--- config.mk ---
export PLATFORM = sky130hd
export DESIGN_NAME = rca_config_unit_flat
export DESIGN_NICKNAME = d
export VERILOG_FILES = /design/src/rtl/rca_config_unit_pkg.sv /design/src/rtl/rca_config_unit_if.sv /design/src/rtl/rca_config_unit_bank.sv /design/src/rtl/rca_config_unit.sv /design/src/flat_wrapper.sv
export SDC_FILE = /design/constraint.sdc
export NUM_CORES = 1
export LEC_CHECK = 0
export BUFFER_PORTS_ARGS = -buffer_cell sky130_fd_sc_hd__buf_2
export CAP_MARGIN = 20
export CELL_PAD_IN_SITES_DETAIL_PLACEMENT = 1
export CELL_PAD_IN_SITES_GLOBAL_PLACEMENT = 1
export CORE_MARGIN = 3
export CORE_UTILIZATION = 29
export CTS_CLUSTER_SIZE = 40
export DETAILED_ROUTE_END_ITERATION = 8
export PLACE_DENSITY_LB_ADDON = 0.1
export SYNTH_ARGS = -nofsm -noshare
export SYNTH_HDL_FRONTEND = slang
export SYNTH_SLANG_ARGS = --single-unit
export TNS_END_PERCENT = 10
--- constraint.sdc ---
create_clock -name clk -period 9.9 [get_ports clk]
set_clock_uncertainty 0.1 [all_clocks]
set_input_delay 2.97 -clock clk [delete_from_list [all_inputs] [get_ports clk]]
set_output_delay 2.97 -clock clk [all_outputs]
set_load 0.02 [all_outputs]
--- src/rtl/rca_config_unit_pkg.sv ---
// -----------------------------------------------------------------------------
// rca_config_unit_pkg
// Shared types and sizing for the RCA configuration unit: the decoded
// instruction payload (rca_inputs_t), the CPU register-address view
// (rca_config_t), the internal request format (rca_cfg_req_t) and the
// priority decode that turns an instruction into a single table write.
// -----------------------------------------------------------------------------
package rca_config_unit_pkg;

    localparam int NUM_RCAS           = 3;
    localparam int NUM_READ_PORTS     = 3;
    localparam int NUM_WRITE_PORTS    = 2;
    localparam int NUM_GRID_MUXES     = 4;
    localparam int GRID_MUX_INPUTS    = 8;
    localparam int GRID_NUM_ROWS      = 4;
    localparam int IO_UNIT_MUX_INPUTS = 4;

    localparam int REG_ADDR_W   = 5;
    localparam int ID_W         = 4;
    localparam int RCA_SEL_W    = $clog2(NUM_RCAS);
    localparam int GRID_SEL_W   = $clog2(GRID_MUX_INPUTS);
    localparam int IO_SEL_W     = $clog2(IO_UNIT_MUX_INPUTS);
    localparam int RESULT_SEL_W = $clog2(GRID_NUM_ROWS);

    // Address fields are one value wider than the table size so that
    // out-of-range addresses can be expressed and must be dropped.
    localparam int PORT_SEL_W    = $clog2(NUM_READ_PORTS + 1);
    localparam int GRID_ADDR_W   = $clog2(NUM_GRID_MUXES + 1);
    localparam int IO_ADDR_W     = $clog2(GRID_NUM_ROWS + 1);
    localparam int RESULT_ADDR_W = $clog2(NUM_WRITE_PORTS + 1);

    localparam int GRID_SELS_W   = NUM_GRID_MUXES * GRID_SEL_W;
    localparam int IO_SELS_W     = GRID_NUM_ROWS * IO_SEL_W;
    localparam int RESULT_SELS_W = NUM_WRITE_PORTS * RESULT_SEL_W;

    localparam int CFG_ADDR_W = 4;
    localparam int CFG_DATA_W = 8;

    typedef logic [ID_W-1:0] id_t;

    typedef struct packed {
        logic [RCA_SEL_W-1:0]     rca_sel;
        logic                     rca_use_instr;
        logic                     rca_cpu_reg_config;
        logic                     rca_grid_mux_config;
        logic                     rca_io_mux_config;
        logic                     rca_result_mux_config;
        logic                     rca_io_inp_use_config;
        logic                     cpu_src_dest_port;
        logic [PORT_SEL_W-1:0]    cpu_port_sel;
        logic [REG_ADDR_W-1:0]    cpu_reg_addr;
        logic [GRID_ADDR_W-1:0]   grid_mux_addr;
        logic [GRID_SEL_W-1:0]    new_grid_mux_sel;
        logic [IO_ADDR_W-1:0]     io_mux_addr;
        logic [IO_SEL_W-1:0]      new_io_mux_sel;
        logic [RESULT_ADDR_W-1:0] rca_result_mux_addr;
        logic [RESULT_SEL_W-1:0]  new_rca_result_mux_sel;
        logic [GRID_NUM_ROWS-1:0] new_rca_io_inp_use;
    } rca_inputs_t;

    typedef struct packed {
        logic [NUM_READ_PORTS*REG_ADDR_W-1:0]  rca_cpu_src_reg_addrs;
        logic [NUM_WRITE_PORTS*REG_ADDR_W-1:0] rca_cpu_dest_reg_addrs;
    } rca_config_t;

    typedef enum logic [2:0] {
        CFG_NONE,
        CFG_CPU_REG,
        CFG_GRID,
        CFG_IO,
        CFG_RESULT,
        CFG_IO_USE
    } rca_cfg_kind_t;

    typedef struct packed {
        logic                  dest;
        logic [CFG_ADDR_W-1:0] addr;
        logic [CFG_DATA_W-1:0] data;
    } rca_cfg_payload_t;

    typedef struct packed {
        rca_cfg_kind_t    kind;
        logic [RCA_SEL_W-1:0] rca_sel;
        id_t              id;
        rca_cfg_payload_t payload;
    } rca_cfg_req_t;

    typedef enum logic [1:0] {
        ST_IDLE,
        ST_WRITE,
        ST_RESP
    } rca_cfg_state_t;

    // Collapse the flag set to the single highest-priority kind; the other
    // kinds in the same instruction are ignored.
    function automatic rca_cfg_req_t decode_cfg_req(input rca_inputs_t in, input id_t id);
        rca_cfg_req_t r;
        r         = '0;
        r.kind    = CFG_NONE;
        r.rca_sel = in.rca_sel;
        r.id      = id;
        if (in.rca_cpu_reg_config) begin
            r.kind         = CFG_CPU_REG;
            r.payload.dest = in.cpu_src_dest_port;
            r.payload.addr = CFG_ADDR_W'(in.cpu_port_sel);
            r.payload.data = CFG_DATA_W'(in.cpu_reg_addr);
        end else if (in.rca_grid_mux_config) begin
            r.kind         = CFG_GRID;
            r.payload.addr = CFG_ADDR_W'(in.grid_mux_addr);
            r.payload.data = CFG_DATA_W'(in.new_grid_mux_sel);
        end else if (in.rca_io_mux_config) begin
            r.kind         = CFG_IO;
            r.payload.addr = CFG_ADDR_W'(in.io_mux_addr);
            r.payload.data = CFG_DATA_W'(in.new_io_mux_sel);
        end else if (in.rca_result_mux_config) begin
            r.kind         = CFG_RESULT;
            r.payload.addr = CFG_ADDR_W'(in.rca_result_mux_addr);
            r.payload.data = CFG_DATA_W'(in.new_rca_result_mux_sel);
        end else if (in.rca_io_inp_use_config) begin
            r.kind         = CFG_IO_USE;
            r.payload.data = CFG_DATA_W'(in.new_rca_io_inp_use);
        end
        return r;
    endfunction

endpackage

--- src/rtl/rca_config_unit_if.sv ---
// -----------------------------------------------------------------------------
// rca_config_unit_if
// Issue/completion handshake between the issue stage (master) and the RCA
// configuration unit (slave).
//   issue_new_request/issue_ready/issue_id/rca_inputs : instruction transfer
//   done_valid/done_id/done_ack                       : completion to writeback
// -----------------------------------------------------------------------------
interface rca_config_unit_if;
    import rca_config_unit_pkg::*;

    logic        issue_new_request;
    logic        issue_ready;
    id_t         issue_id;
    rca_inputs_t rca_inputs;
    logic        done_valid;
    id_t         done_id;
    logic        done_ack;

    modport master (
        output issue_new_request, issue_id, rca_inputs, done_ack,
        input  issue_ready, done_valid, done_id
    );

    modport slave (
        input  issue_new_request, issue_id, rca_inputs, done_ack,
        output issue_ready, done_valid, done_id
    );

endinterface

--- src/rtl/rca_config_unit_bank.sv ---
// -----------------------------------------------------------------------------
// rca_config_bank
// Configuration storage for one RCA.
//   clk, rst          : clock, async active-high reset (clears all entries)
//   wr_en             : perform the write described by wr_kind/wr_addr/wr_data
//   wr_dest           : for CPU register writes, 1 = dest table, 0 = src table
//   cfg               : packed src/dest CPU register addresses
//   grid_sels/io_sels/result_sels : select tables, entry 0 at LSB
//   io_use            : IO-use mask
// -----------------------------------------------------------------------------
module rca_config_bank
    import rca_config_unit_pkg::*;
(
    input  logic                     clk,
    input  logic                     rst,
    input  logic                     wr_en,
    input  rca_cfg_kind_t            wr_kind,
    input  logic                     wr_dest,
    input  logic [CFG_ADDR_W-1:0]    wr_addr,
    input  logic [CFG_DATA_W-1:0]    wr_data,
    output rca_config_t              cfg,
    output logic [GRID_SELS_W-1:0]   grid_sels,
    output logic [IO_SELS_W-1:0]     io_sels,
    output logic [RESULT_SELS_W-1:0] result_sels,
    output logic [GRID_NUM_ROWS-1:0] io_use
);

    localparam int SRC_IDX_W    = $clog2(NUM_READ_PORTS);
    localparam int DEST_IDX_W   = $clog2(NUM_WRITE_PORTS);
    localparam int GRID_IDX_W   = $clog2(NUM_GRID_MUXES);
    localparam int IO_IDX_W     = $clog2(GRID_NUM_ROWS);
    localparam int RESULT_IDX_W = $clog2(NUM_WRITE_PORTS);

    logic [NUM_READ_PORTS-1:0][REG_ADDR_W-1:0]    src_q;
    logic [NUM_WRITE_PORTS-1:0][REG_ADDR_W-1:0]   dest_q;
    logic [NUM_GRID_MUXES-1:0][GRID_SEL_W-1:0]    grid_q;
    logic [GRID_NUM_ROWS-1:0][IO_SEL_W-1:0]       io_q;
    logic [NUM_WRITE_PORTS-1:0][RESULT_SEL_W-1:0] result_q;
    logic [GRID_NUM_ROWS-1:0]                     use_q;

    // Upper payload bits carry nothing for any kind of this configuration.
    logic unused_data_bits;
    assign unused_data_bits = ^wr_data[CFG_DATA_W-1:REG_ADDR_W];

    // Single write port: the kind picks the table, the full (unwrapped)
    // address is range-checked so an out-of-range write never aliases onto
    // a valid entry.
    always_ff @(posedge clk or posedge rst) begin
        if (rst) begin
            src_q    <= '0;
            dest_q   <= '0;
            grid_q   <= '0;
            io_q     <= '0;
            result_q <= '0;
            use_q    <= '0;
        end else if (wr_en) begin
            case (wr_kind)
                CFG_CPU_REG: begin
                    if (wr_dest) begin
                        if (int'(wr_addr) < NUM_WRITE_PORTS)
                            dest_q[wr_addr[DEST_IDX_W-1:0]] <= wr_data[REG_ADDR_W-1:0];
                    end else if (int'(wr_addr) < NUM_READ_PORTS) begin
                        src_q[wr_addr[SRC_IDX_W-1:0]] <= wr_data[REG_ADDR_W-1:0];
                    end
                end
                CFG_GRID: begin
                    if (int'(wr_addr) < NUM_GRID_MUXES)
                        grid_q[wr_addr[GRID_IDX_W-1:0]] <= wr_data[GRID_SEL_W-1:0];
                end
                CFG_IO: begin
                    if (int'(wr_addr) < GRID_NUM_ROWS)
                        io_q[wr_addr[IO_IDX_W-1:0]] <= wr_data[IO_SEL_W-1:0];
                end
                CFG_RESULT: begin
                    if (int'(wr_addr) < NUM_WRITE_PORTS)
                        result_q[wr_addr[RESULT_IDX_W-1:0]] <= wr_data[RESULT_SEL_W-1:0];
                end
                CFG_IO_USE: use_q <= wr_data[GRID_NUM_ROWS-1:0];
                default: ;
            endcase
        end
    end

    assign cfg.rca_cpu_src_reg_addrs  = src_q;
    assign cfg.rca_cpu_dest_reg_addrs = dest_q;
    assign grid_sels                  = grid_q;
    assign io_sels                    = io_q;
    assign result_sels                = result_q;
    assign io_use                     = use_q;

endmodule

--- src/rtl/rca_config_unit.sv ---
// -----------------------------------------------------------------------------
// rca_config_unit
// Accepts RCA configuration instructions, writes the per-RCA tables one cycle
// after accept, then holds a completion until writeback acknowledges it.
//   clk, rst        : clock, async active-high reset
//   bus (slave)     : issue handshake in, completion handshake out
//   cfg_rd_sel      : RCA whose stored configuration drives the read outputs
//   rca_config, grid_mux_sels, io_mux_sels, result_mux_sels, io_inp_use :
//                     combinational view of RCA cfg_rd_sel (zero if out of range)
//   config_pending  : per-RCA flag, set on accept, cleared on completion ack
// -----------------------------------------------------------------------------
module rca_config_unit
    import rca_config_unit_pkg::*;
(
    input  logic                     clk,
    input  logic                     rst,
    rca_config_unit_if.slave         bus,
    input  logic [RCA_SEL_W-1:0]     cfg_rd_sel,
    output rca_config_t              rca_config,
    output logic [GRID_SELS_W-1:0]   grid_mux_sels,
    output logic [IO_SELS_W-1:0]     io_mux_sels,
    output logic [RESULT_SELS_W-1:0] result_mux_sels,
    output logic [GRID_NUM_ROWS-1:0] io_inp_use,
    output logic [NUM_RCAS-1:0]      config_pending
);

    rca_cfg_state_t state_q, state_d;
    rca_cfg_req_t   req_in, req_q;
    logic           accept;
    logic [NUM_RCAS-1:0] pending_q;

    rca_config_t              bank_cfg    [NUM_RCAS];
    logic [GRID_SELS_W-1:0]   bank_grid   [NUM_RCAS];
    logic [IO_SELS_W-1:0]     bank_io     [NUM_RCAS];
    logic [RESULT_SELS_W-1:0] bank_result [NUM_RCAS];
    logic [GRID_NUM_ROWS-1:0] bank_use    [NUM_RCAS];

    assign req_in          = decode_cfg_req(bus.rca_inputs, bus.issue_id);
    assign bus.issue_ready = (state_q == ST_IDLE);
    assign accept          = bus.issue_new_request && bus.issue_ready;
    assign bus.done_valid  = (state_q == ST_RESP);
    assign bus.done_id     = req_q.id;
    assign config_pending  = pending_q;

    // State register; reset drops any instruction in flight.
    always_ff @(posedge clk or posedge rst) begin
        if (rst) state_q <= ST_IDLE;
        else     state_q <= state_d;
    end

    // One cycle of table write after accept, then wait for the ack. Ready
    // is only high in IDLE, so the ack cycle itself never accepts.
    always_comb begin
        state_d = state_q;
        case (state_q)
            ST_IDLE:  if (accept) state_d = ST_WRITE;
            ST_WRITE: state_d = ST_RESP;
            ST_RESP:  if (bus.done_ack) state_d = ST_IDLE;
            default:  state_d = ST_IDLE;
        endcase
    end

    // Latch the already-prioritised request at accept so the write and the
    // completion id come from a stable copy.
    always_ff @(posedge clk or posedge rst) begin
        if (rst)         req_q <= '0;
        else if (accept) req_q <= req_in;
    end

    // Pending flags track accepted-but-unacknowledged writes per RCA; an
    // out-of-range RCA has no flag to set.
    always_ff @(posedge clk or posedge rst) begin
        if (rst) begin
            pending_q <= '0;
        end else begin
            if (accept && (int'(req_in.rca_sel) < NUM_RCAS))
                pending_q[req_in.rca_sel] <= 1'b1;
            if ((state_q == ST_RESP) && bus.done_ack && (int'(req_q.rca_sel) < NUM_RCAS))
                pending_q[req_q.rca_sel] <= 1'b0;
        end
    end

    for (genvar r = 0; r < NUM_RCAS; r++) begin : g_bank
        rca_config_bank u_bank (
            .clk         (clk),
            .rst         (rst),
            .wr_en       ((state_q == ST_WRITE) && (int'(req_q.rca_sel) == r)),
            .wr_kind     (req_q.kind),
            .wr_dest     (req_q.payload.dest),
            .wr_addr     (req_q.payload.addr),
            .wr_data     (req_q.payload.data),
            .cfg         (bank_cfg[r]),
            .grid_sels   (bank_grid[r]),
            .io_sels     (bank_io[r]),
            .result_sels (bank_result[r]),
            .io_use      (bank_use[r])
        );
    end

    // Read mux straight off the tables; a select past the last RCA reads zero.
    always_comb begin
        rca_config      = '0;
        grid_mux_sels   = '0;
        io_mux_sels     = '0;
        result_mux_sels = '0;
        io_inp_use      = '0;
        if (int'(cfg_rd_sel) < NUM_RCAS) begin
            rca_config      = bank_cfg[cfg_rd_sel];
            grid_mux_sels   = bank_grid[cfg_rd_sel];
            io_mux_sels     = bank_io[cfg_rd_sel];
            result_mux_sels = bank_result[cfg_rd_sel];
            io_inp_use      = bank_use[cfg_rd_sel];
        end
    end

endmodule

--- src/flat_wrapper.sv ---
// flat-port wrapper written by rule: the top's interface ports become plain ports
module rca_config_unit_flat import rca_config_unit_pkg::*;
  (clk, rst, cfg_rd_sel, rca_config, grid_mux_sels, io_mux_sels, result_mux_sels, io_inp_use, config_pending, bus_issue_new_request, bus_issue_id, bus_rca_inputs, bus_done_ack, bus_issue_ready, bus_done_valid, bus_done_id);
  rca_config_unit_if bus_i ();
  input  logic clk;
  input  logic rst;
  input  logic [RCA_SEL_W-1:0] cfg_rd_sel;
  output rca_config_t rca_config;
  output logic [GRID_SELS_W-1:0] grid_mux_sels;
  output logic [IO_SELS_W-1:0] io_mux_sels;
  output logic [RESULT_SELS_W-1:0] result_mux_sels;
  output logic [GRID_NUM_ROWS-1:0] io_inp_use;
  output logic [NUM_RCAS-1:0] config_pending;
  input wire logic [$bits(bus_i.issue_new_request)-1:0] bus_issue_new_request;
  input wire logic [$bits(bus_i.issue_id)-1:0] bus_issue_id;
  input wire logic [$bits(bus_i.rca_inputs)-1:0] bus_rca_inputs;
  input wire logic [$bits(bus_i.done_ack)-1:0] bus_done_ack;
  output wire logic [$bits(bus_i.issue_ready)-1:0] bus_issue_ready;
  output wire logic [$bits(bus_i.done_valid)-1:0] bus_done_valid;
  output wire logic [$bits(bus_i.done_id)-1:0] bus_done_id;
  assign bus_i.issue_new_request = bus_issue_new_request;
  assign bus_i.issue_id = bus_issue_id;
  assign bus_i.rca_inputs = bus_rca_inputs;
  assign bus_i.done_ack = bus_done_ack;
  assign bus_issue_ready = bus_i.issue_ready;
  assign bus_done_valid = bus_i.done_valid;
  assign bus_done_id = bus_i.done_id;
  rca_config_unit u_core (.clk(clk), .rst(rst), .bus(bus_i), .cfg_rd_sel(cfg_rd_sel), .rca_config(rca_config), .grid_mux_sels(grid_mux_sels), .io_mux_sels(io_mux_sels), .result_mux_sels(result_mux_sels), .io_inp_use(io_inp_use), .config_pending(config_pending));
endmodule
==> qor.txt <==
Minimum clock period: 8.04 ns
Drt total wl: 23500 µm
Total GRT Usage: 0.152
Rel. slew slack: 0.316
Tcrit/Tclk final: 0.812
Worst hold stages: 2
Later-pin clock latency in the skew report: 0.43 ns
CTS root buf: clkbuf_16
Via count: 5853
Chip Width: 178 µm
Antenna violations before repair: 0
Mapped Area: 8610 µm²
CTS Sinks: 182
Clock buffer depth: 2
FF+latch count, synth: 182
Worst endpoint required time: 6.83 ns
Yosys top cell by area: dfrtp_1
Largest net degree at the start of global routing: 94
WHS: 0.380 ns
Port Buffers: 105
Grt ovf: 0
Sequential fraction of the synthesis area: 0.529
Core box area: 29000 µm²
Critical Path Stages: 5
Slew @ Worst Pin: 1.03 ns
Drt wl/cell: 19.7 µm
Layout cells sized above 1: 0.406
Post-synth EDFFs: 0
Status: finished clean
Post-synth ARST share: 1.00
Max incr delay on CP: 0.71 ns
Max VDD drop: 122 µV
Initial core utilization: 0.297
Clock transition at path regs: 0.08 ns
Cell variety after synth: 41
Crit-path cells: buf_2 > buf_4 > mux2i_1 > o21ai_0 > buf_2
CP delay by family, top: buffers and inverters
Drt pass-1 iters: 4
CTS tree: done
Mean Syn Cell Area: 12.0 µm²
Die H: 178 µm
I/O pin cnt: 107
Vias per cell: 4.92
Ys flop type: dfrtp_1
Max-cap viol count: 0
Synthesized instance count: 715
CP Buf/Inv Count: 3
Top cells by area, synth: dfrtp_1 (53%), mux2_2 (21%), mux2i_1 (6.4%)
DRT iter0 DRCs: 264
Post-Layout Cell Count: 1190
CP Class: input port to output pin
First-pass GRT wire length: 37100 µm
Worst Reg-to-Reg Cells: 3
# setup viols final: 0
Max Fclk: 124 MHz
Pleak: 5.01 nW
Unrepaired setup endpoints after global routing: false
Slowest CP cell: buf_4
Post-CTS Hold Buffers: 0
# rows: 62
Antenna Cells: 0
Min-Delay Path Class: flip-flop to flip-flop
Worst path arrival time: 4.97 ns
Hpwl dp: 15400 µm
Setup bufs post-CTS: 0
Area fraction of the dominant cell type after synthesis: 0.529
Synth Net Count: 760
Hold Fails Final Rpt: 0
Fin Setup TNS: 0 ns
PwrDens: 251 nW/µm²
CP endpoint kind: output pin
Most frequent CP cell: buf_2
Nets: 838
Max Transition Viols Final: 0
Cts bufs inserted: 17
Setup crit start kind: input port
DIE AREA: 31800 µm²
Post-route ant nets: 0
Area Overhead vs Synth: 17.1%
PostCTS Resize Cnt: 0
DRC viols: 0
# fillers: 3182
RePlAce Congestion: 0.697
Crit path max fanout: 40
Warnings, synthesis: 0
Inst Count DP: 1158
H-tree Lvls: 4
Vias in the first global route: 6371
==> cells by family after synthesis <==
| group | share of synthesized area |
|---|---|
| flip-flops | 0.529 |
| multiplexers | 0.272 |
| buffers and inverters | 0.0312 |
| AND/OR/NAND/NOR | 0.112 |
| AO/OA/AOI/OAI | 0.0557 |
==> final timing paths <==
kind / startpoint / end / slack [ns]
worst min-delay path: u_core.bus.done_id[0] / u_core.bus.done_id[0] / 0.38
worst max register to register: u_core.req_q[18] / u_core.g_bank[0].u_bank.cfg[9] / 7.48
worst max-delay path: cfg_rd_sel[1] / result_mux_sels[2] / 1.86
worst min register to register: u_core.bus.done_id[0] / u_core.bus.done_id[0] / 0.38
max in group asynchronous: rst / u_core.g_bank[1].u_bank.cfg[8] / 5.83
min in group asynchronous: rst / u_core.g_bank[0].u_bank.grid_sels[0] / 2.63
==> state kept, by name, summed over array words and instances, names as in the netlist <==
| signal | count |
|---|---|
| u_core.g_bank.u_bank.result_sels | 12 |
| u_core.req_q | 14 |
| u_core.g_bank.u_bank.io_use | 12 |
| u_core.g_bank.u_bank.cfg | 75 |
| u_core.g_bank.u_bank.grid_sels | 36 |
| u_core.state_q | 2 |
| u_core.g_bank.u_bank.io_sels | 24 |
| u_core.config_pending | 3 |
| u_core.bus.done_id | 4 |
==> metrics by stage <==
stage | instance area [µm²] | power [W] | utilization | setup WS [ns]
after floorplan | 8610 | 0.00159 | - | 1.89
after global placement | 9490 | 0.00183 | 0.327 | 1.90
after detailed placement | 9490 | 0.00187 | 0.327 | 1.88
after CTS | 10100 | 0.00257 | 0.347 | 1.88
after global routing | 10100 | 0.00270 | 0.347 | 1.80
final | 10100 | 0.00253 | 0.347 | 1.86
==> metal layers <==
| layer | vias to the layer above | share of wire | track usage |
|---|---|---|---|
| li1 | 2725 | - | - |
| met1 | 3031 | 0.48 | 0.210 |
| met2 | 87 | 0.49 | 0.255 |
| met3 | 10 | 0.027 | 0.0255 |
| met4 | 0 | 0.0065 | 0.0282 |
| met5 | - | 0 | 0 |
==> where the power goes <==
group / switching [W] / internal (W)
clock: 0.000313 / 0.000379
combinational: 0.000393 / 0.000271
sequential: 0.000236 / 0.000939
total: 0.000941 / 0.00159
==> cells in the final DEF (no fill, tap or decap), types with 2 or more instances in the layout <==
| master | Yosys | layout |
|---|---|---|
| nor2_1 | 10 | 9 |
| nand2b_1 | 2 | 2 |
| o21ai_0 | 60 | 60 |
| nand4_1 | 33 | 33 |
| o31ai_1 | 2 | 2 |
| nand4_2 | 6 | 6 |
| a21oi_1 | 10 | 10 |
| buf_4 | 4 | 11 |
| inv_6 | 0 | 6 |
| and4b_1 | 3 | 3 |
| and3b_1 | 4 | 4 |
| nand3b_1 | 3 | 3 |
| clkinvlp_4 | 0 | 4 |
| a22o_1 | 2 | 2 |
| nor2b_2 | 0 | 2 |
| inv_8 | 0 | 2 |
| mux2_2 | 159 | 159 |
| nor3b_4 | 1 | 2 |
| a31oi_1 | 6 | 6 |
| and2_1 | 3 | 3 |
| and4_1 | 6 | 6 |
| nor2b_1 | 10 | 7 |
| a22oi_1 | 2 | 2 |
| bufinv_16 | 0 | 2 |
| clkbuf_16 | 0 | 17 |
| inv_1 | 7 | 6 |
| nand3_1 | 2 | 2 |
| dfrtp_2 | 0 | 2 |
| buf_2 | 8 | 105 |
| nand2_1 | 75 | 75 |
| mux2i_1 | 55 | 55 |
| clkinv_2 | 0 | 2 |
| a221o_1 | 2 | 2 |
| dfrtp_1 | 182 | 180 |
==> final cells by class <==
| class | count | area, µm² | area share |
|---|---|---|---|
| flip-flops and latches | 182 | 4560 | 0.452 |
| multi-input cells | 468 | 3810 | 0.378 |
| repair buffers | 116 | 608 | 0.0603 |
| well taps | 384 | 480 | 0.0477 |
| clock buffers | 17 | 425 | 0.0422 |
| clock inverters | 15 | 166 | 0.0165 |
| inverters | 8 | 35.0 | 0.00348 |
==> worst reg2reg max path, stage by stage, from the launching register on <==
cell and delay [ns]:
dfrtp_1 0.42, nor2_2 0.80, nand4_1 0.56, mux2_2 0.43
==> synthesized netlist by cell type, types with 7 or more instances <==
cell      count
inv_1         7
o21ai_0      60
mux2_2      159
nand4_1      33
nor2b_1      10
a21oi_1      10
buf_2         8
clkbuf_1     39
dfrtp_1     182
nor2_1       10
nand2_1      75
mux2i_1      55
Power figures use the tool's default switching activity.
